## config.mk

```make
export PLATFORM = sky130hd
export DESIGN_NAME = find_inv_bvsgt_bvurem_seq
export DESIGN_NICKNAME = d
export VERILOG_FILES = /design/src/rtl/skolem_pkg.sv /design/src/rtl/urem_seq.sv /design/src/rtl/find_inv_bvsgt_bvurem_seq.sv
export SDC_FILE = /design/constraint.sdc
export NUM_CORES = 1
export LEC_CHECK = 0
export ABC_AREA = 1
export CORE_UTILIZATION = 55
export CTS_BUF_LIST = sky130_fd_sc_hd__clkbuf_16
export DETAILED_ROUTE_END_ITERATION = 10
export DONT_BUFFER_PORTS = 1
export PLACE_DENSITY_LB_ADDON = 0.05
export REMOVE_ABC_BUFFERS = 1
export SLEW_MARGIN = 5
export SYNTH_ARGS = -nofsm -noshare
export SYNTH_HDL_FRONTEND = slang
export SYNTH_HIERARCHICAL = 1
export SYNTH_SLANG_ARGS = --single-unit
```

## constraint.sdc

```tcl
create_clock -name clk -period 1.7 [get_ports clk]
set_input_delay 0.085 -clock clk [delete_from_list [all_inputs] [get_ports clk]]
set_output_delay 0.085 -clock clk [all_outputs]
set_load 0.02 [all_outputs]
```

## src/rtl/skolem_pkg.sv

```systemverilog
// Shared types and constants for the bvsgt/bvurem inverse search block.
package skolem_pkg;

  localparam int SKOLEM_W_DEF = 8;

  typedef enum logic [2:0] {
    IDLE,
    LOAD,
    DIV,
    CHECK,
    DONE
  } state_t;

  // Largest positive W-bit two's-complement value, returned zero-extended to 16 bits.
  function automatic logic [15:0] signed_max(input int w);
    return 16'((32'd1 << (w - 1)) - 32'd1);
  endfunction

endpackage

```

## src/rtl/urem_seq.sv

```systemverilog
// Iterative restoring divider producing the unsigned remainder, one quotient bit per cycle.
// A zero divisor yields the dividend, since every trial subtraction of 0 succeeds.
module urem_seq
  import skolem_pkg::*;
#(
  parameter int W = SKOLEM_W_DEF
) (
  input  logic         clk,
  input  logic         rst,
  input  logic         start,
  input  logic [W-1:0] dividend,
  input  logic [W-1:0] divisor,
  output logic [W-1:0] rem,
  output logic         rdy
);

  // One bit wider than the operands so the shifted partial remainder never wraps.
  logic [W:0]   r;
  logic [W:0]   d;
  logic [W-1:0] q;
  logic [4:0]   cnt;
  logic [W:0]   shifted;
  logic         ge;

  always_comb begin
    shifted = (r << 1) | (W + 1)'(q[W-1]);
    ge      = (shifted >= d);
  end

  // NOTE: sequential state uses non-blocking assignments so every register samples pre-edge values.
  always_ff @(posedge clk or posedge rst) begin
    if (rst) begin
      r   <= '0;
      d   <= '0;
      q   <= '0;
      cnt <= '0;
    end else if (start) begin
      r   <= '0;
      d   <= {1'b0, divisor};
      q   <= dividend;
      cnt <= 5'(W);
    end else if (cnt != '0) begin
      r   <= ge ? shifted - d : shifted;
      q   <= {q[W-2:0], ge};
      cnt <= cnt - 5'd1;
    end
  end

  assign rem = r[W-1:0];
  assign rdy = (cnt == '0);

endmodule

```

## src/rtl/find_inv_bvsgt_bvurem_seq.sv

```systemverilog
// Finds the smallest unsigned x with (x bvurem s) >s t by sequential candidate search.
// Optional SKOLEM_EARLY_EXIT_EN: a signed-max threshold skips the search (no witness can exist).
module find_inv_bvsgt_bvurem_seq
  import skolem_pkg::*;
#(
  parameter int W = SKOLEM_W_DEF
) (
  input  logic         clk,
  input  logic         rst,
  input  logic         start,
  input  logic [W-1:0] s,
  input  logic [W-1:0] t,
  output logic         busy,
  output logic         done,
  output logic         found,
  output logic [W-1:0] x
);

  state_t       state, next_state;
  logic [W-1:0] s_reg, t_reg, cand;
  logic [4:0]   iter;
  logic         div_start, div_rdy;
  logic [W-1:0] rem;
  logic         hit, last, early_exit;

`ifdef SKOLEM_EARLY_EXIT_EN
  localparam logic [15:0]  T_MAX_FULL = signed_max(W);
  localparam logic [W-1:0] T_MAX      = T_MAX_FULL[W-1:0];
  assign early_exit = (t == T_MAX);
`else
  assign early_exit = 1'b0;
`endif

  urem_seq #(.W(W)) u_urem (
    .clk      (clk),
    .rst      (rst),
    .start    (div_start),
    .dividend (cand),
    .divisor  (s_reg),
    .rem      (rem),
    .rdy      (div_rdy)
  );

  assign hit  = div_rdy && ($signed(rem) > $signed(t_reg));
  assign last = (cand == '1);

  always_ff @(posedge clk or posedge rst) begin
    if (rst) state <= IDLE;
    else     state <= next_state;
  end

  // NOTE: every always_comb output gets a default first, so no path can infer a latch.
  always_comb begin
    next_state = state;
    div_start  = 1'b0;
    busy       = 1'b0;
    done       = 1'b0;
    unique case (state)
      IDLE:  if (start) next_state = early_exit ? DONE : LOAD;
      LOAD: begin
        busy       = 1'b1;
        div_start  = 1'b1;
        next_state = DIV;
      end
      DIV: begin
        busy = 1'b1;
        if (iter == 5'(W - 1)) next_state = CHECK;
      end
      CHECK: begin
        busy       = 1'b1;
        next_state = (hit || last) ? DONE : LOAD;
      end
      DONE: begin
        done       = 1'b1;
        next_state = IDLE;
      end
      default: next_state = IDLE;
    endcase
  end

  // Operands, candidate and result change only on acceptance or in CHECK; otherwise they hold.
  always_ff @(posedge clk or posedge rst) begin
    if (rst) begin
      s_reg <= '0;
      t_reg <= '0;
      cand  <= '0;
      iter  <= '0;
      found <= 1'b0;
      x     <= '0;
    end else begin
      unique case (state)
        IDLE: if (start) begin
          s_reg <= s;
          t_reg <= t;
          cand  <= '0;
          found <= 1'b0;
          x     <= '0;
        end
        LOAD:  iter <= '0;
        DIV:   iter <= iter + 5'd1;
        CHECK: begin
          if (hit) begin
            found <= 1'b1;
            x     <= cand;
          end else if (!last) begin
            cand <= cand + 1'b1;
          end
        end
        default: ;
      endcase
    end
  end

endmodule

```

==> results of run 1 <==
==> area by class of cell <==
cell class / instances / area (um^2)
Multi-Input combinational cell: 338 / 2340
Sequential cell: 70 / 1760
Fill cell: 459 / 1440
Timing Repair Buffer: 67 / 599
Inverter: 65 / 256
Clock buffer: 9 / 225
Tap cell: 96 / 120
Clock inverter: 7 / 88.8
==> path summary, 6_finish.rpt <==
kind | startpoint | to | slack (ns) | cells past startpoint
max in group asynchronous | rst | state[1]$_DFFE_PP0P_ | 0.97 | 3
worst max register to register | u_urem/r[1]$_DFFE_PP0P_ | cand[0]$_DFFE_PP0P_ | -0.13 | 13
worst max-delay path | u_urem/r[1]$_DFFE_PP0P_ | cand[0]$_DFFE_PP0P_ | -0.13 | 13
min in group asynchronous | rst | u_urem/cnt[3]$_DFFE_PP0P_ | 0.31 | 3
worst min register to register | iter[4]$_DFFE_PP0N_ | iter[4]$_DFFE_PP0N_ | 0.48 | 1
worst min-delay path | start | s_reg[6]$_DFFE_PP0P_ | 0.05 | 3
==> cell usage in the layout (no fill, tap or decap), types with 3 or more instances in the layout <==
master	count
nand2_1	131
a21oi_2	3
clkinv_2	3
nand2_2	21
ha_4	13
o221ai_1	5
clkbuf_16	9
inv_2	9
nand2_8	3
nand2_4	8
nand4_1	9
nor2_4	5
nand3b_1	7
nand3_1	30
inv_1	52
nand4_4	4
dlygate4sd3_1	18
nor2_1	19
nand3_2	14
dfrtp_1	64
xor2_1	7
o21ai_0	16
dfrtp_2	6
ha_1	7
nor2_2	3
nand3_4	4
a21oi_1	8
buf_6	7
buf_4	40
==> what timing repair did <==
item,4_1_cts,5_1_grt
hold buffers,17,1
gates cloned,3,2
buffers inserted,3,12
endpoints found under the setup margin,27,29
endpoints found under the hold margin,86,1
gates resized for setup,34,61
pin swaps,9,38
==> power groups by stage <==
| stage | clock, mW | sequential (mW) | combinational, mW |
|---|---|---|---|
| floorplan | 0 | 2.64 | 3.70 |
| global placement | 0 | 2.69 | 5.17 |
| detailed placement | 0 | 2.71 | 5.27 |
| CTS | 1.99 | 2.75 | 6.06 |
| global route | 2.05 | 2.87 | 8.24 |
| finish | 1.98 | 2.80 | 7.55 |
==> kinds of logic (layout without fill, tap and decap cells) <==
group,after synthesis,after routing,synth area share
adders and majority gates,21,21,0.0690
muxes,1,1,0.00256
xor gates and xnor gates,9,9,0.0201
buffers and inverters,74,148,0.0767
and+or+nand+nor,260,265,0.319
AOI/OAI and AO/OA,42,42,0.0655
DFF,70,70,0.447
==> per-layer routing <==
layer | track usage | wire [um] | vias up
met5 | 0 | 0 | -
met4 | 0.0712 | 153 | 0
met1 | 0.362 | 4440 | 1729
met2 | 0.448 | 5090 | 112
met3 | 0.0552 | 439 | 19
li1 | - | - | 1695
==> cell usage after synthesis, types with 2 or more instances <==
cell type	count
nor2_1	22
o221ai_1	5
dfrtp_1	70
ha_1	20
nand2_4	3
xnor2_1	2
inv_2	3
nor2_4	2
buf_6	2
o22ai_1	2
nand3b_1	7
nand3_1	41
nand4_1	9
nand2_2	7
nor2_2	3
o21ai_0	17
nand2_1	150
clkinv_2	2
inv_1	59
buf_2	2
a21oi_1	11
o211ai_2	2
nand3_2	6
clkbuf_1	4
xor2_1	7
nor3_1	3
==> worst max-delay path, delay by kind of cell, from the launching register on <==
| family | cells | cell delay (ns) |
|---|---|---|
| simple gates | 11 | 0.95 |
| flops | 1 | 0.46 |
| fa+ha+maj | 1 | 0.26 |
| buf+inv | 1 | 0.04 |
==> report_table.html, run 1 <==
<table>
<tr><th>Metric</th><th>Value</th></tr>
<tr><th colspan="2">Run status</th></tr>
<tr><td>Result of the run</td><td>finished with violations</td></tr>
<tr><td>Failing checks</td><td>negative setup slack</td></tr>
<tr><th colspan="2">STA</th></tr>
<tr><td>Total setup violations reported at the end of the flow</td><td>25</td></tr>
<tr><td>Share of the clock period used by the worst path after layout</td><td>1.08</td></tr>
<tr><td>Fin worst setup slack</td><td>-0.129 ns</td></tr>
<tr><td>F_max</td><td>approximately 550 MHz</td></tr>
<tr><td>Unrepaired setup endpoints after global routing</td><td>yes</td></tr>
<tr><td>Hold violation total from the final report</td><td>0</td></tr>
<tr><td>TNS Setup</td><td>-1.79 ns</td></tr>
<tr><td>Final Critical Period</td><td>1.83 ns</td></tr>
<tr><td>Slew margin rel.</td><td>0.655</td></tr>
<tr><td>Clk_skew</td><td>approximately 0.0048 ns</td></tr>
<tr><td>Slew @ Worst Pin</td><td>0.517 ns</td></tr>
<tr><td>Final Max Tran Viols</td><td>0</td></tr>
<tr><td>WHS</td><td>about 0.054 ns</td></tr>
<tr><th colspan="2">Layout</th></tr>
<tr><td>Final Instance Count excl. Fillers</td><td>652</td></tr>
<tr><td>Fin util</td><td>0.789</td></tr>
<tr><td>Fraction of final layout cells with drive strength greater than 1</td><td>0.304</td></tr>
<tr><td>Number of nets in the finished design</td><td>roughly 600</td></tr>
<tr><td>Final Cell Area</td><td>0.00539 mm^2</td></tr>
<tr><td>Relative area change from synthesis to final layout</td><td>37.6%</td></tr>
<tr><td>Ant. Diodes</td><td>0</td></tr>
<tr><th colspan="2">Clock tree</th></tr>
<tr><td>Clk_lat worst skew</td><td>0.33 ns</td></tr>
<tr><td>Master cell of the clock root buffer</td><td>clkbuf_16</td></tr>
<tr><td>Total CTS buffers</td><td>9</td></tr>
<tr><td>Maximum buffer depth of the clock tree</td><td>2</td></tr>
<tr><td>Clock tree from TritonCTS</td><td>yes</td></tr>
<tr><td>Number of sinks driven by the clock tree</td><td>70</td></tr>
<tr><td>Clk pin slew, worst setup/hold paths</td><td>roughly 0.060 ns</td></tr>
<tr><td># H-tree levels</td><td>3</td></tr>
<tr><th colspan="2">Synthesis</th></tr>
<tr><td>Most instantiated flip-flop cell in the synthesis netlist</td><td>dfrtp_1</td></tr>
<tr><td>Top cells by area in the synthesized netlist</td><td>dfrtp_1 (45%), nand2_1 (14%), ha_1 (6.4%)</td></tr>
<tr><td>Share of flip-flops with an asynchronous set or reset</td><td>1.00</td></tr>
<tr><td>Post-synth top area cell</td><td>dfrtp_1</td></tr>
<tr><td>EDFF count, synth</td><td>0</td></tr>
<tr><td>Post-synthesis instance area</td><td>~0.0039 mm^2</td></tr>
<tr><td>Count of cell types in the netlist</td><td>42</td></tr>
<tr><td>Number of instances in the synthesized netlist</td><td>477</td></tr>
<tr><td>Top cell type's share of synthesized area</td><td>0.447</td></tr>
<tr><td>Post-synthesis sequential area ratio</td><td>0.447</td></tr>
<tr><td>Synth Warn #</td><td>6</td></tr>
<tr><td>Flop and latch count out of synthesis</td><td>70</td></tr>
<tr><td>Per-instance average area after synthesis</td><td>8.21 um^2</td></tr>
<tr><th colspan="2">Worst setup path</th></tr>
<tr><td>CP Data Arrival Time</td><td>2.05 ns</td></tr>
<tr><td>Critical path peak fanout</td><td>8</td></tr>
<tr><td>Critical path's most frequent cell</td><td>nand2_2</td></tr>
<tr><td>Required time of the worst setup path</td><td>1.92 ns</td></tr>
<tr><td>Slowest-stage cell, CP</td><td>dfrtp_2</td></tr>
<tr><td>Type of origin of the critical path</td><td>flip-flop</td></tr>
<tr><td>Type of the worst setup path</td><td>reg -&gt; reg</td></tr>
<tr><td>Crit path cell chain</td><td>ha_4 &gt; nand2_2 &gt; nand2_2 &gt; nand2_1 &gt; nand2_1 &gt; nand2_2 &gt; nand2_2 &gt; nand2_4 &gt; nand3_4 &gt; nand3_4 &gt; nand2_2 &gt; nand2_2 &gt; inv_2</td></tr>
<tr><td>Worst Setup End Kind</td><td>flip-flop</td></tr>
<tr><td>Peak per-stage delay on the critical path</td><td>0.46 ns</td></tr>
<tr><th colspan="2">Power</th></tr>
<tr><td>Cell-internal power</td><td>6.84 mW</td></tr>
<tr><td>Sequential cell fraction of total power</td><td>0.227</td></tr>
<tr><td>Net switching component of the power</td><td>5.49 mW</td></tr>
<tr><td>Switching share of power</td><td>0.445</td></tr>
<tr><td>PwrDens</td><td>2290 mW/mm^2</td></tr>
<tr><td>Max IR drop VDD</td><td>between 1.5 and 2 mV</td></tr>
<tr><td>Combinational share of power</td><td>0.612</td></tr>
<tr><td>Clock Power Share</td><td>0.161</td></tr>
<tr><td>Leakage component of the power</td><td>about 2.6 nW</td></tr>
<tr><td>Power after layout</td><td>12.3 mW</td></tr>
<tr><th colspan="2">Die</th></tr>
<tr><td>Die Span Y</td><td>86.4 um</td></tr>
<tr><td>X dimension of the die</td><td>86.4 um</td></tr>
<tr><td>Core area</td><td>roughly 0.0068 mm^2</td></tr>
<tr><td>Number of standard-cell rows in the floorplan</td><td>30</td></tr>
<tr><td>Number of top-level pins</td><td>30</td></tr>
<tr><td>Effective utilization at floorplan</td><td>0.573</td></tr>
<tr><td>Die area</td><td>0.00746 mm^2</td></tr>
<tr><th colspan="2">Placement</th></tr>
<tr><td>HPWL reported at the end of detailed placement</td><td>5.97 mm</td></tr>
<tr><td>Count of buffers from port buffering</td><td>0</td></tr>
<tr><td>Placement Cell Area</td><td>0.00426 mm^2</td></tr>
<tr><td>Number of cells in the design after placement</td><td>roughly 600</td></tr>
<tr><td>Post-Place Setup Slack</td><td>-0.169 ns</td></tr>
<tr><td>Final estimated routing congestion in global placement</td><td>0.840</td></tr>
<tr><th colspan="2">Worst hold path</th></tr>
<tr><td>Path category of the worst min-delay check</td><td>in -&gt; reg</td></tr>
<tr><th colspan="2">GRT</th></tr>
<tr><td>Total track usage</td><td>0.270</td></tr>
<tr><td>Initial antenna violation count</td><td>0</td></tr>
<tr><td>Pin count of the biggest net entering global routing</td><td>42</td></tr>
<tr><td>Vias in the first global route</td><td>roughly 3.4k</td></tr>
<tr><td>First-pass GRT wire length</td><td>15.6 mm</td></tr>
<tr><td>Total congestion overflow</td><td>0</td></tr>
<tr><th colspan="2">Route</th></tr>
<tr><td>Violation count after the first detailed-route iteration</td><td>224</td></tr>
<tr><td>Count of nets left with antenna violations after detail routing</td><td>0</td></tr>
<tr><td>Wire per inst</td><td>roughly 16 um</td></tr>
<tr><td>Number of optimization iterations in the first detailed-route pass</td><td>5</td></tr>
<tr><td>Post-detailed-route DRC marker count</td><td>0</td></tr>
<tr><td>Total via count in the routed design</td><td>3555</td></tr>
<tr><td>Total detailed-routing wirelength</td><td>10.1 mm</td></tr>
<tr><td>Via density per instance</td><td>5.45</td></tr>
<tr><th colspan="2">Job</th></tr>
<tr><td>Max Cap Violations</td><td>0</td></tr>
</table>
Power figures use the tool's default switching activity.
==> inputs of run 2 (changes only) <==
--- a/config.mk
+++ b/config.mk
@@ -11,7 +11,6 @@
 export DETAILED_ROUTE_END_ITERATION = 10
 export DONT_BUFFER_PORTS = 1
 export PLACE_DENSITY_LB_ADDON = 0.05
-export REMOVE_ABC_BUFFERS = 1
 export SLEW_MARGIN = 5
 export SYNTH_ARGS = -nofsm -noshare
 export SYNTH_HDL_FRONTEND = slang
==> run 2 against run 1 <==
The flow still finishes with violations (negative setup slack); clock skew fell by 0.0014 ns; register-to-register slack better by 0.07 ns; flip-flop and latch count unchanged; final cell count shrank 2.3%; maximum frequency rose by 4.2%; utilization is 4.4 points lower; combinational power fell by 15%; largest power group unchanged; setup slack improved by 0.073 ns; via count is 4.1% lower; sequential share of layout area grew 1.9 points.
==> report_table.html, run 2 (synthesized netlist as in run 1, its figures left out) <==
<table>
<tr><th>Metric</th><th>Value</th></tr>
<tr><th colspan="2">Run status</th></tr>
<tr><td>Result of the run</td><td>finished with violations (unchanged)</td></tr>
<tr><td>Failing checks</td><td>negative setup slack (unchanged)</td></tr>
<tr><th colspan="2">Power</th></tr>
<tr><td>Sequential cell fraction of total power</td><td>0.252 (was 0.227)</td></tr>
<tr><td>Leakage component of the power</td><td>2.52 nW (was 2.61 nW)</td></tr>
<tr><td>Net switching component of the power</td><td>4.94 mW (was 5.49 mW)</td></tr>
<tr><td>Power after layout</td><td>11.0 mW (was 12.3 mW)</td></tr>
<tr><td>Max IR drop VDD</td><td>1.25 mV (was 1.63 mV)</td></tr>
<tr><td>Combinational share of power</td><td>0.583 (was 0.612)</td></tr>
<tr><td>Clock Power Share</td><td>0.165 (was 0.161)</td></tr>
<tr><td>Switching share of power</td><td>0.447 (was 0.445)</td></tr>
<tr><td>PwrDens</td><td>2170 mW/mm^2 (was 2290 mW/mm^2)</td></tr>
<tr><td>Cell-internal power</td><td>6.11 mW (was 6.84 mW)</td></tr>
<tr><th colspan="2">Worst setup path</th></tr>
<tr><td>Critical register-to-register path startpoint</td><td>u_urem/r[6]$_DFFE_PP0P_ (was u_urem/r[1]$_DFFE_PP0P_)</td></tr>
<tr><td>Type of the worst setup path</td><td>reg -&gt; reg (unchanged)</td></tr>
<tr><td>CP Data Arrival Time</td><td>1.97 ns (was 2.05 ns)</td></tr>
<tr><td>Beginning of the critical path</td><td>u_urem/r[6]$_DFFE_PP0P_ (was u_urem/r[1]$_DFFE_PP0P_)</td></tr>
<tr><td>Worst Setup End Kind</td><td>flip-flop (unchanged)</td></tr>
<tr><td>Critical path peak fanout</td><td>10 (was 8)</td></tr>
<tr><td>Reg2reg path depth</td><td>11 (was 13)</td></tr>
<tr><td>Register-to-Register Setup Slack</td><td>-0.06 ns (was -0.13 ns)</td></tr>
<tr><td>Type of origin of the critical path</td><td>flip-flop (unchanged)</td></tr>
<tr><td>Reg2Reg Capture Point</td><td>u_urem/r[1]$_DFFE_PP0P_ (was cand[0]$_DFFE_PP0P_)</td></tr>
<tr><td>Required time of the worst setup path</td><td>1.92 ns (about the same)</td></tr>
<tr><th colspan="2">Die</th></tr>
<tr><td>Core area</td><td>0.00683 mm^2 (unchanged)</td></tr>
<tr><td>Die area</td><td>0.00746 mm^2 (unchanged)</td></tr>
<tr><td>Number of top-level pins</td><td>30 (unchanged)</td></tr>
<tr><td>Number of standard-cell rows in the floorplan</td><td>30 (unchanged)</td></tr>
<tr><td>Effective utilization at floorplan</td><td>0.573 (unchanged)</td></tr>
<tr><td>X dimension of the die</td><td>86.4 um (unchanged)</td></tr>
<tr><td>Die Span Y</td><td>86.4 um (unchanged)</td></tr>
<tr><th colspan="2">STA</th></tr>
<tr><td>Unrepaired setup endpoints after global routing</td><td>yes (unchanged)</td></tr>
<tr><td>Final Max Tran Viols</td><td>0 (unchanged)</td></tr>
<tr><td>Fin worst setup slack</td><td>-0.0553 ns (was -0.129 ns)</td></tr>
<tr><td>F_max</td><td>570 MHz (was 547 MHz)</td></tr>
<tr><td>Final Critical Period</td><td>1.76 ns (was 1.83 ns)</td></tr>
<tr><td>TNS Setup</td><td>-0.823 ns (was -1.79 ns)</td></tr>
<tr><td>Slew @ Worst Pin</td><td>0.528 ns (was 0.517 ns)</td></tr>
<tr><td>Hold violation total from the final report</td><td>0 (unchanged)</td></tr>
<tr><td>Slew margin rel.</td><td>0.648 (was 0.655)</td></tr>
<tr><td>Total setup violations reported at the end of the flow</td><td>24 (was 25)</td></tr>
<tr><td>Clk_skew</td><td>0.00344 ns (was 0.00481 ns)</td></tr>
<tr><td>Share of the clock period used by the worst path after layout</td><td>1.03 (was 1.08)</td></tr>
<tr><th colspan="2">GRT</th></tr>
<tr><td>Pin count of the biggest net entering global routing</td><td>42 (unchanged)</td></tr>
<tr><td>First-pass GRT wire length</td><td>15.9 mm (was 15.6 mm)</td></tr>
<tr><td>Total track usage</td><td>0.278 (was 0.270)</td></tr>
<tr><td>Initial antenna violation count</td><td>0 (unchanged)</td></tr>
<tr><td>Vias in the first global route</td><td>3340 (was 3383)</td></tr>
<tr><td>Total congestion overflow</td><td>0 (unchanged)</td></tr>
<tr><th colspan="2">Worst hold path</th></tr>
<tr><td>Worst-case hold path end point</td><td>cand[6]$_DFFE_PP0P_ (was s_reg[6]$_DFFE_PP0P_)</td></tr>
<tr><td>Launch point of the worst hold path</td><td>start (unchanged)</td></tr>
<tr><td>Hold path cells</td><td>3 (unchanged)</td></tr>
<tr><td>Path category of the worst min-delay check</td><td>in -&gt; reg (unchanged)</td></tr>
<tr><th colspan="2">Route</th></tr>
<tr><td>Via density per instance</td><td>5.35 (was 5.45)</td></tr>
<tr><td>Number of optimization iterations in the first detailed-route pass</td><td>4 (was 5)</td></tr>
<tr><td>Count of nets left with antenna violations after detail routing</td><td>0 (unchanged)</td></tr>
<tr><td>Total via count in the routed design</td><td>3408 (was 3555)</td></tr>
<tr><td>Total detailed-routing wirelength</td><td>9.36 mm (was 10.1 mm)</td></tr>
<tr><td>Violation count after the first detailed-route iteration</td><td>206 (was 224)</td></tr>
<tr><td>Wire per inst</td><td>14.7 um (was 15.5 um)</td></tr>
<tr><td>Post-detailed-route DRC marker count</td><td>0 (unchanged)</td></tr>
<tr><th colspan="2">Layout</th></tr>
<tr><td>Final Instance Count excl. Fillers</td><td>637 (was 652)</td></tr>
<tr><td>Ant. Diodes</td><td>0 (unchanged)</td></tr>
<tr><td>Fraction of final layout cells with drive strength greater than 1</td><td>0.250 (was 0.304)</td></tr>
<tr><td>Number of nets in the finished design</td><td>576 (was 591)</td></tr>
<tr><td>Most frequent standard cell in the layout excluding fill and tap cells</td><td>nand2_1 (unchanged)</td></tr>
<tr><td>Number of filler instances in the final layout</td><td>490 (was 459)</td></tr>
<tr><td>Relative area change from synthesis to final layout</td><td>29.9% (was 37.6%)</td></tr>
<tr><td>Commonest non-fill, non-tap cells in the layout</td><td>nand2_1 (136), dfrtp_1 (64), inv_1 (54) (was nand2_1 (131), dfrtp_1 (64), inv_1 (52))</td></tr>
<tr><th colspan="2">Clock tree</th></tr>
<tr><td>Clk_lat worst skew</td><td>0.33 ns (about the same)</td></tr>
<tr><td>Master cell of the clock root buffer</td><td>clkbuf_16 (unchanged)</td></tr>
<tr><td>Number of sinks driven by the clock tree</td><td>70 (unchanged)</td></tr>
<tr><td>Maximum buffer depth of the clock tree</td><td>2 (unchanged)</td></tr>
<tr><td>Clk pin slew, worst setup/hold paths</td><td>0.06 ns (about the same)</td></tr>
<tr><td>Clock tree from TritonCTS</td><td>yes (unchanged)</td></tr>
<tr><td># H-tree levels</td><td>3 (unchanged)</td></tr>
<tr><td>Total CTS buffers</td><td>9 (unchanged)</td></tr>
<tr><th colspan="2">Synthesis</th></tr>
<tr><td>Post-Synthesis Net Count</td><td>a little over 500</td></tr>
<tr><th colspan="2">Placement</th></tr>
<tr><td>Final estimated routing congestion in global placement</td><td>0.851 (was 0.840)</td></tr>
<tr><td>Number of cells in the design after placement</td><td>597 (was 598)</td></tr>
<tr><td>HPWL reported at the end of detailed placement</td><td>6.22 mm (was 5.97 mm)</td></tr>
<tr><td>Count of buffers from port buffering</td><td>0 (unchanged)</td></tr>
<tr><th colspan="2">Job</th></tr>
<tr><td>Max Cap Violations</td><td>0 (unchanged)</td></tr>
</table>
==> run 2: metrics by stage <==
step	hold slack [ns]	util	instance area (um^2)	setup WS [ns]
floorplan	0.163	-	3930	0.0427
global placement	0.0705	0.623	4260	-0.0776
detailed placement	0.0721	0.623	4260	-0.168
CTS	0.0394	0.735	5020	-0.0241
global route	0.0773	0.745	5090	-0.164
finish	0.0501	0.745	5090	-0.0553
==> run 2: repair_timing <==
item | in CTS | in global routing
hold endpoints to repair | 87 | 0
gates cloned | 3 | 0
resized for setup | 40 | 21
buffers inserted | 3 | 0
pin swaps | 18 | 16
hold buffers | 18 | 0
endpoints found under the setup margin | 28 | 29
==> run 2: area by class of cell <==
class / instances / area (um^2) / share of cell area
multi-input combinational: 336 / 2190 / 0.430
sequential: 70 / 1760 / 0.346
timing repair buffer: 54 / 474 / 0.0932
inverter: 65 / 256 / 0.0504
clock buffer: 9 / 225 / 0.0442
tap: 96 / 120 / 0.0236
clock inverter: 7 / 63.8 / 0.0125
==> run 2: worst max-delay path by stage <==
stage / to / slack, ns
5_1_grt: cand[0]$_DFFE_PP0P_ / -0.16
2_1_floorplan: cand[7]$_DFFE_PP0P_ / 0.04
4_1_cts: cand[7]$_DFFE_PP0P_ / -0.02
3_5_place_dp: x[0]$_DFFE_PP0P_ / -0.17
6_report: u_urem/r[1]$_DFFE_PP0P_ / -0.06
3_3_place_gp: x[6]$_DFFE_PP0P_ / -0.08
==> run 2: critical path, cell delays in order (launching register included) <==
cell and delay, ns:
dfrtp_2 0.47, ha_4 0.30, inv_2 0.04, nor2_1 0.11, nand3_1 0.12, nor2_4 0.14, nor2_4 0.05, buf_12 0.14
nand2_8 0.07, nand2_1 0.05, nand3_1 0.08, nand2_1 0.07
==> run 2: layer usage <==
layer  track usage  up-vias  routed length [um]
met5             0        -                   0
li1              -     1671                   -
met2         0.455       69                4560
met3        0.0514       23                 287
met1         0.372     1645                4300
met4         0.102        0                 212
==> run 2: power groups by stage <==
stage                     combinational (mW)  clock, mW  sequential [mW]
after floorplan                         3.82          0             2.64
after global placement                  5.08          0             2.71
after detailed placement                5.22          0             2.73
after CTS                               6.21       1.84             2.76
after global routing                    7.13       1.89             2.85
final                                   6.44       1.82             2.78
==> inputs of run 3 (changes only) <==
==> constraint.sdc (replaced) <==
create_clock -name clk -period 2 [get_ports clk]
set_input_delay 0.1 -clock clk [delete_from_list [all_inputs] [get_ports clk]]
set_output_delay 0.1 -clock clk [all_outputs]
set_load 0.02 [all_outputs]
==> run 3 against run 2 <==
The flow finishes with violations (negative hold slack); critical path depth is 3 lower; hold slack worse by 0.053 ns; sequential power down 17%; non-clock buffer count is 28 lower; critical endpoint is now x[1]$_DFFE_PP0P_.
==> report_table.html, run 3 (synthesized netlist as in run 1, its figures left out) <==
<table>
<tr><th>Metric</th><th>Value</th></tr>
<tr><th colspan="2">STA</th></tr>
<tr><td>Total setup violations reported at the end of the flow</td><td>0 (was 24)</td></tr>
<tr><td>Final Max Tran Viols</td><td>0 (unchanged)</td></tr>
<tr><td>Hold violation total from the final report</td><td>1 (was 0)</td></tr>
<tr><td>F_max</td><td>536 MHz (was 570 MHz)</td></tr>
<tr><td>Share of the clock period used by the worst path after layout</td><td>0.933 (was 1.03)</td></tr>
<tr><td>Slew @ Worst Pin</td><td>0.520 ns (was 0.528 ns)</td></tr>
<tr><td>Fin worst setup slack</td><td>0.135 ns (was -0.0553 ns)</td></tr>
<tr><td>TNS Setup</td><td>0 ns (was -0.823 ns)</td></tr>
<tr><td>Slew margin rel.</td><td>0.653 (was 0.648)</td></tr>
<tr><td>Final Critical Period</td><td>1.87 ns (was 1.76 ns)</td></tr>
<tr><td>Clk_skew</td><td>0.00510 ns (was 0.00344 ns)</td></tr>
<tr><td>WHS</td><td>-0.00243 ns (was 0.0501 ns)</td></tr>
<tr><td>Unrepaired setup endpoints after global routing</td><td>yes (unchanged)</td></tr>
<tr><th colspan="2">Power</th></tr>
<tr><td>PwrDens</td><td>1760 mW/mm^2 (was 2170 mW/mm^2)</td></tr>
<tr><td>Cell-internal power</td><td>4.44 mW (was 6.11 mW)</td></tr>
<tr><td>Switching share of power</td><td>0.448 (was 0.447)</td></tr>
<tr><td>Sequential cell fraction of total power</td><td>0.288 (was 0.252)</td></tr>
<tr><td>Net switching component of the power</td><td>3.60 mW (was 4.94 mW)</td></tr>
<tr><td>Max IR drop VDD</td><td>1.16 mV (was 1.25 mV)</td></tr>
<tr><td>Leakage component of the power</td><td>2.36 nW (was 2.52 nW)</td></tr>
<tr><td>Clock Power Share</td><td>0.188 (was 0.165)</td></tr>
<tr><td>Combinational share of power</td><td>0.524 (was 0.583)</td></tr>
<tr><th colspan="2">Worst setup path</th></tr>
<tr><td>Reg2reg path depth</td><td>8 (was 11)</td></tr>
<tr><td>CP Data Arrival Time</td><td>2.08 ns (was 1.97 ns)</td></tr>
<tr><td>Beginning of the critical path</td><td>u_urem/cnt[2]$_DFFE_PP0P_ (was u_urem/r[6]$_DFFE_PP0P_)</td></tr>
<tr><td>Crit path depth</td><td>8 (was 11)</td></tr>
<tr><td>Reg2Reg Capture Point</td><td>x[1]$_DFFE_PP0P_ (was u_urem/r[1]$_DFFE_PP0P_)</td></tr>
<tr><td>Number of buffers and inverters on the critical path</td><td>2 (unchanged)</td></tr>
<tr><td>Type of the worst setup path</td><td>reg -&gt; reg (unchanged)</td></tr>
<tr><td>Required time of the worst setup path</td><td>2.21 ns (was 1.92 ns)</td></tr>
<tr><td>Slowest-stage cell, CP</td><td>dfrtp_1 (was dfrtp_2)</td></tr>
<tr><td>Register-to-Register Setup Slack</td><td>0.13 ns (was -0.06 ns)</td></tr>
<tr><td>Crit path cell chain</td><td>or2_1 &gt; clkinv_2 &gt; nand3_4 &gt; inv_2 &gt; a21boi_2 &gt; nand4_2 &gt; nand3_1 &gt; nand2_1 (was ha_4 &gt; inv_2 &gt; nor2_1 &gt; nand3_1 &gt; nor2_4 &gt; nor2_4 &gt; buf_12 &gt; nand2_8 &gt; nand2_1 &gt; nand3_1 &gt; nand2_1)</td></tr>
<tr><td>Worst Setup End Kind</td><td>flip-flop (unchanged)</td></tr>
<tr><td>Kind of cell adding the most delay to the critical path</td><td>simple AND/OR/NAND/NOR gates (unchanged)</td></tr>
<tr><td>Critical path peak fanout</td><td>9 (was 10)</td></tr>
<tr><td>Critical register-to-register path startpoint</td><td>u_urem/cnt[2]$_DFFE_PP0P_ (was u_urem/r[6]$_DFFE_PP0P_)</td></tr>
<tr><td>Peak per-stage delay on the critical path</td><td>0.39 ns (was 0.47 ns)</td></tr>
<tr><td>Type of origin of the critical path</td><td>flip-flop (unchanged)</td></tr>
<tr><th colspan="2">Layout</th></tr>
<tr><td>Fraction of final layout cells with drive strength greater than 1</td><td>0.121 (was 0.250)</td></tr>
<tr><td>Final Cell Area</td><td>0.00456 mm^2 (was 0.00509 mm^2)</td></tr>
<tr><td>Relative area change from synthesis to final layout</td><td>16.4% (was 29.9%)</td></tr>
<tr><td>Commonest non-fill, non-tap cells in the layout</td><td>nand2_1 (150), dfrtp_1 (70), inv_1 (60) (was nand2_1 (136), dfrtp_1 (64), inv_1 (54))</td></tr>
<tr><td>Final Instance Count excl. Fillers</td><td>607 (was 637)</td></tr>
<tr><td>Number of filler instances in the final layout</td><td>607 (was 490)</td></tr>
<tr><td>Number of nets in the finished design</td><td>546 (was 576)</td></tr>
<tr><td>Area occupied by multi-input gates</td><td>0.00191 mm^2 (was 0.00219 mm^2)</td></tr>
<tr><td>Most frequent standard cell in the layout excluding fill and tap cells</td><td>nand2_1 (unchanged)</td></tr>
<tr><td>Storage cell area</td><td>0.00175 mm^2 (was 0.00176 mm^2)</td></tr>
<tr><td>Ant. Diodes</td><td>0 (unchanged)</td></tr>
<tr><th colspan="2">Route</th></tr>
<tr><td>Via density per instance</td><td>5.27 (was 5.35)</td></tr>
<tr><td>Post-detailed-route DRC marker count</td><td>0 (unchanged)</td></tr>
<tr><td>Violation count after the first detailed-route iteration</td><td>158 (was 206)</td></tr>
<tr><td>Number of optimization iterations in the first detailed-route pass</td><td>4 (unchanged)</td></tr>
<tr><td>Total via count in the routed design</td><td>3199 (was 3408)</td></tr>
<tr><td>Count of nets left with antenna violations after detail routing</td><td>0 (unchanged)</td></tr>
<tr><td>Total detailed-routing wirelength</td><td>8.76 mm (was 9.36 mm)</td></tr>
<tr><td>Wire per inst</td><td>14.4 um (was 14.7 um)</td></tr>
<tr><th colspan="2">Worst hold path</th></tr>
<tr><td>Hold path cells</td><td>2 (was 3)</td></tr>
<tr><td>Path category of the worst min-delay check</td><td>in -&gt; reg (unchanged)</td></tr>
<tr><td>Worst-case hold path end point</td><td>state[0]$_DFFE_PP0P_ (was cand[6]$_DFFE_PP0P_)</td></tr>
<tr><td>Launch point of the worst hold path</td><td>start (unchanged)</td></tr>
<tr><th colspan="2">Synthesis</th></tr>
<tr><td>Post-Synthesis Net Count</td><td>517 (unchanged)</td></tr>
<tr><th colspan="2">GRT</th></tr>
<tr><td>Pin count of the biggest net entering global routing</td><td>42 (unchanged)</td></tr>
<tr><td>Vias in the first global route</td><td>3051 (was 3340)</td></tr>
<tr><td>Initial antenna violation count</td><td>0 (unchanged)</td></tr>
<tr><td>Total congestion overflow</td><td>0 (unchanged)</td></tr>
<tr><td>First-pass GRT wire length</td><td>14.4 mm (was 15.9 mm)</td></tr>
<tr><td>Total track usage</td><td>0.254 (was 0.278)</td></tr>
<tr><th colspan="2">Placement</th></tr>
<tr><td>Count of buffers from port buffering</td><td>0 (unchanged)</td></tr>
<tr><td>HPWL reported at the end of detailed placement</td><td>6.02 mm (was 6.22 mm)</td></tr>
<tr><td>Number of cells in the design after placement</td><td>573 (was 597)</td></tr>
<tr><td>Post-Place Setup Slack</td><td>0.0460 ns (was -0.168 ns)</td></tr>
<tr><td>Final estimated routing congestion in global placement</td><td>0.851 (about the same)</td></tr>
<tr><td>Placement Cell Area</td><td>0.00407 mm^2 (was 0.00426 mm^2)</td></tr>
<tr><th colspan="2">Die</th></tr>
<tr><td>Number of top-level pins</td><td>30 (unchanged)</td></tr>
<tr><td>Die area</td><td>0.00746 mm^2 (unchanged)</td></tr>
<tr><td>Effective utilization at floorplan</td><td>0.573 (unchanged)</td></tr>
<tr><td>Number of standard-cell rows in the floorplan</td><td>30 (unchanged)</td></tr>
<tr><td>X dimension of the die</td><td>86.4 um (unchanged)</td></tr>
<tr><td>Die Span Y</td><td>86.4 um (unchanged)</td></tr>
<tr><td>Core area</td><td>0.00683 mm^2 (unchanged)</td></tr>
<tr><th colspan="2">Clock tree</th></tr>
<tr><td>Maximum buffer depth of the clock tree</td><td>2 (unchanged)</td></tr>
<tr><td>Master cell of the clock root buffer</td><td>clkbuf_16 (unchanged)</td></tr>
<tr><td>Number of sinks driven by the clock tree</td><td>70 (unchanged)</td></tr>
<tr><td># H-tree levels</td><td>3 (unchanged)</td></tr>
<tr><td>Clk pin slew, worst setup/hold paths</td><td>0.06 ns (about the same)</td></tr>
<tr><td>Clock tree from TritonCTS</td><td>yes (unchanged)</td></tr>
<tr><td>Total CTS buffers</td><td>9 (unchanged)</td></tr>
<tr><td>Clk_lat worst skew</td><td>0.33 ns (about the same)</td></tr>
<tr><td>Setup repair bufs after CTS</td><td>0 (was 3)</td></tr>
<tr><th colspan="2">Job</th></tr>
<tr><td>Max Cap Violations</td><td>0 (unchanged)</td></tr>
<tr><th colspan="2">Run status</th></tr>
<tr><td>Failing checks</td><td>negative hold slack (was negative setup slack)</td></tr>
<tr><td>Result of the run</td><td>finished with violations (unchanged)</td></tr>
</table>
-- run 3: per-stage QoR --
stage | utilization | power [mW]
after CTS | 0.662 | 7.97
after detailed placement | 0.596 | 6.38
after global placement | 0.596 | 6.25
after global routing | 0.668 | 8.73
after floorplan | - | 5.46
final | 0.668 | 8.04
-- run 3: layout make-up --
cell class | instances | share of cell area
repair buffers | 26 | 0.0549
well taps | 96 | 0.0263
inverters | 65 | 0.0546
clock buffers | 9 | 0.0494
clock inverters | 7 | 0.0123
flip-flops and latches | 70 | 0.384
multi-input cells | 334 | 0.419
-- run 3: worst max-delay path by stage --
stage,to
2_1_floorplan,cand[7]$_DFFE_PP0P_
3_3_place_gp,x[2]$_DFFE_PP0P_
3_5_place_dp,x[7]$_DFFE_PP0P_
4_1_cts,x[1]$_DFFE_PP0P_
5_1_grt,x[1]$_DFFE_PP0P_
6_report,x[1]$_DFFE_PP0P_
-- run 3: power groups by stage --
stage	clock network (mW)	logic, mW	registers, mW
2_1_floorplan	0	3.22	2.24
6_report	1.51	4.22	2.32
3_3_place_gp	0	3.93	2.32
3_5_place_dp	0	4.05	2.34
4_1_cts	1.54	4.12	2.32
5_1_grt	1.58	4.76	2.38
-- run 3: worst reg2reg max path, cell delays in order, from the launching register on --
cell and delay [ns]:
dfrtp_1 0.39, or2_1 0.26, clkinv_2 0.07, nand3_4 0.09
inv_2 0.11, a21boi_2 0.31, nand4_2 0.30, nand3_1 0.15
nand2_1 0.07
-- run 3: metal layers --
metal / track usage / wire length [um] / up-vias
li1: - / - / 1595
met3: 0.0495 / 279 / 10
met4: 0.0773 / 111 / 0
met1: 0.342 / 4030 / 1540
met2: 0.418 / 4330 / 54
met5: 0 / 0 / -
-- run 3: what timing repair did --
item | CTS | global route
endpoints found under the hold margin | 86 | 0
hold buffers | 17 | 0
endpoints found under the setup margin | 0 | 15
gates resized for setup | 0 | 4
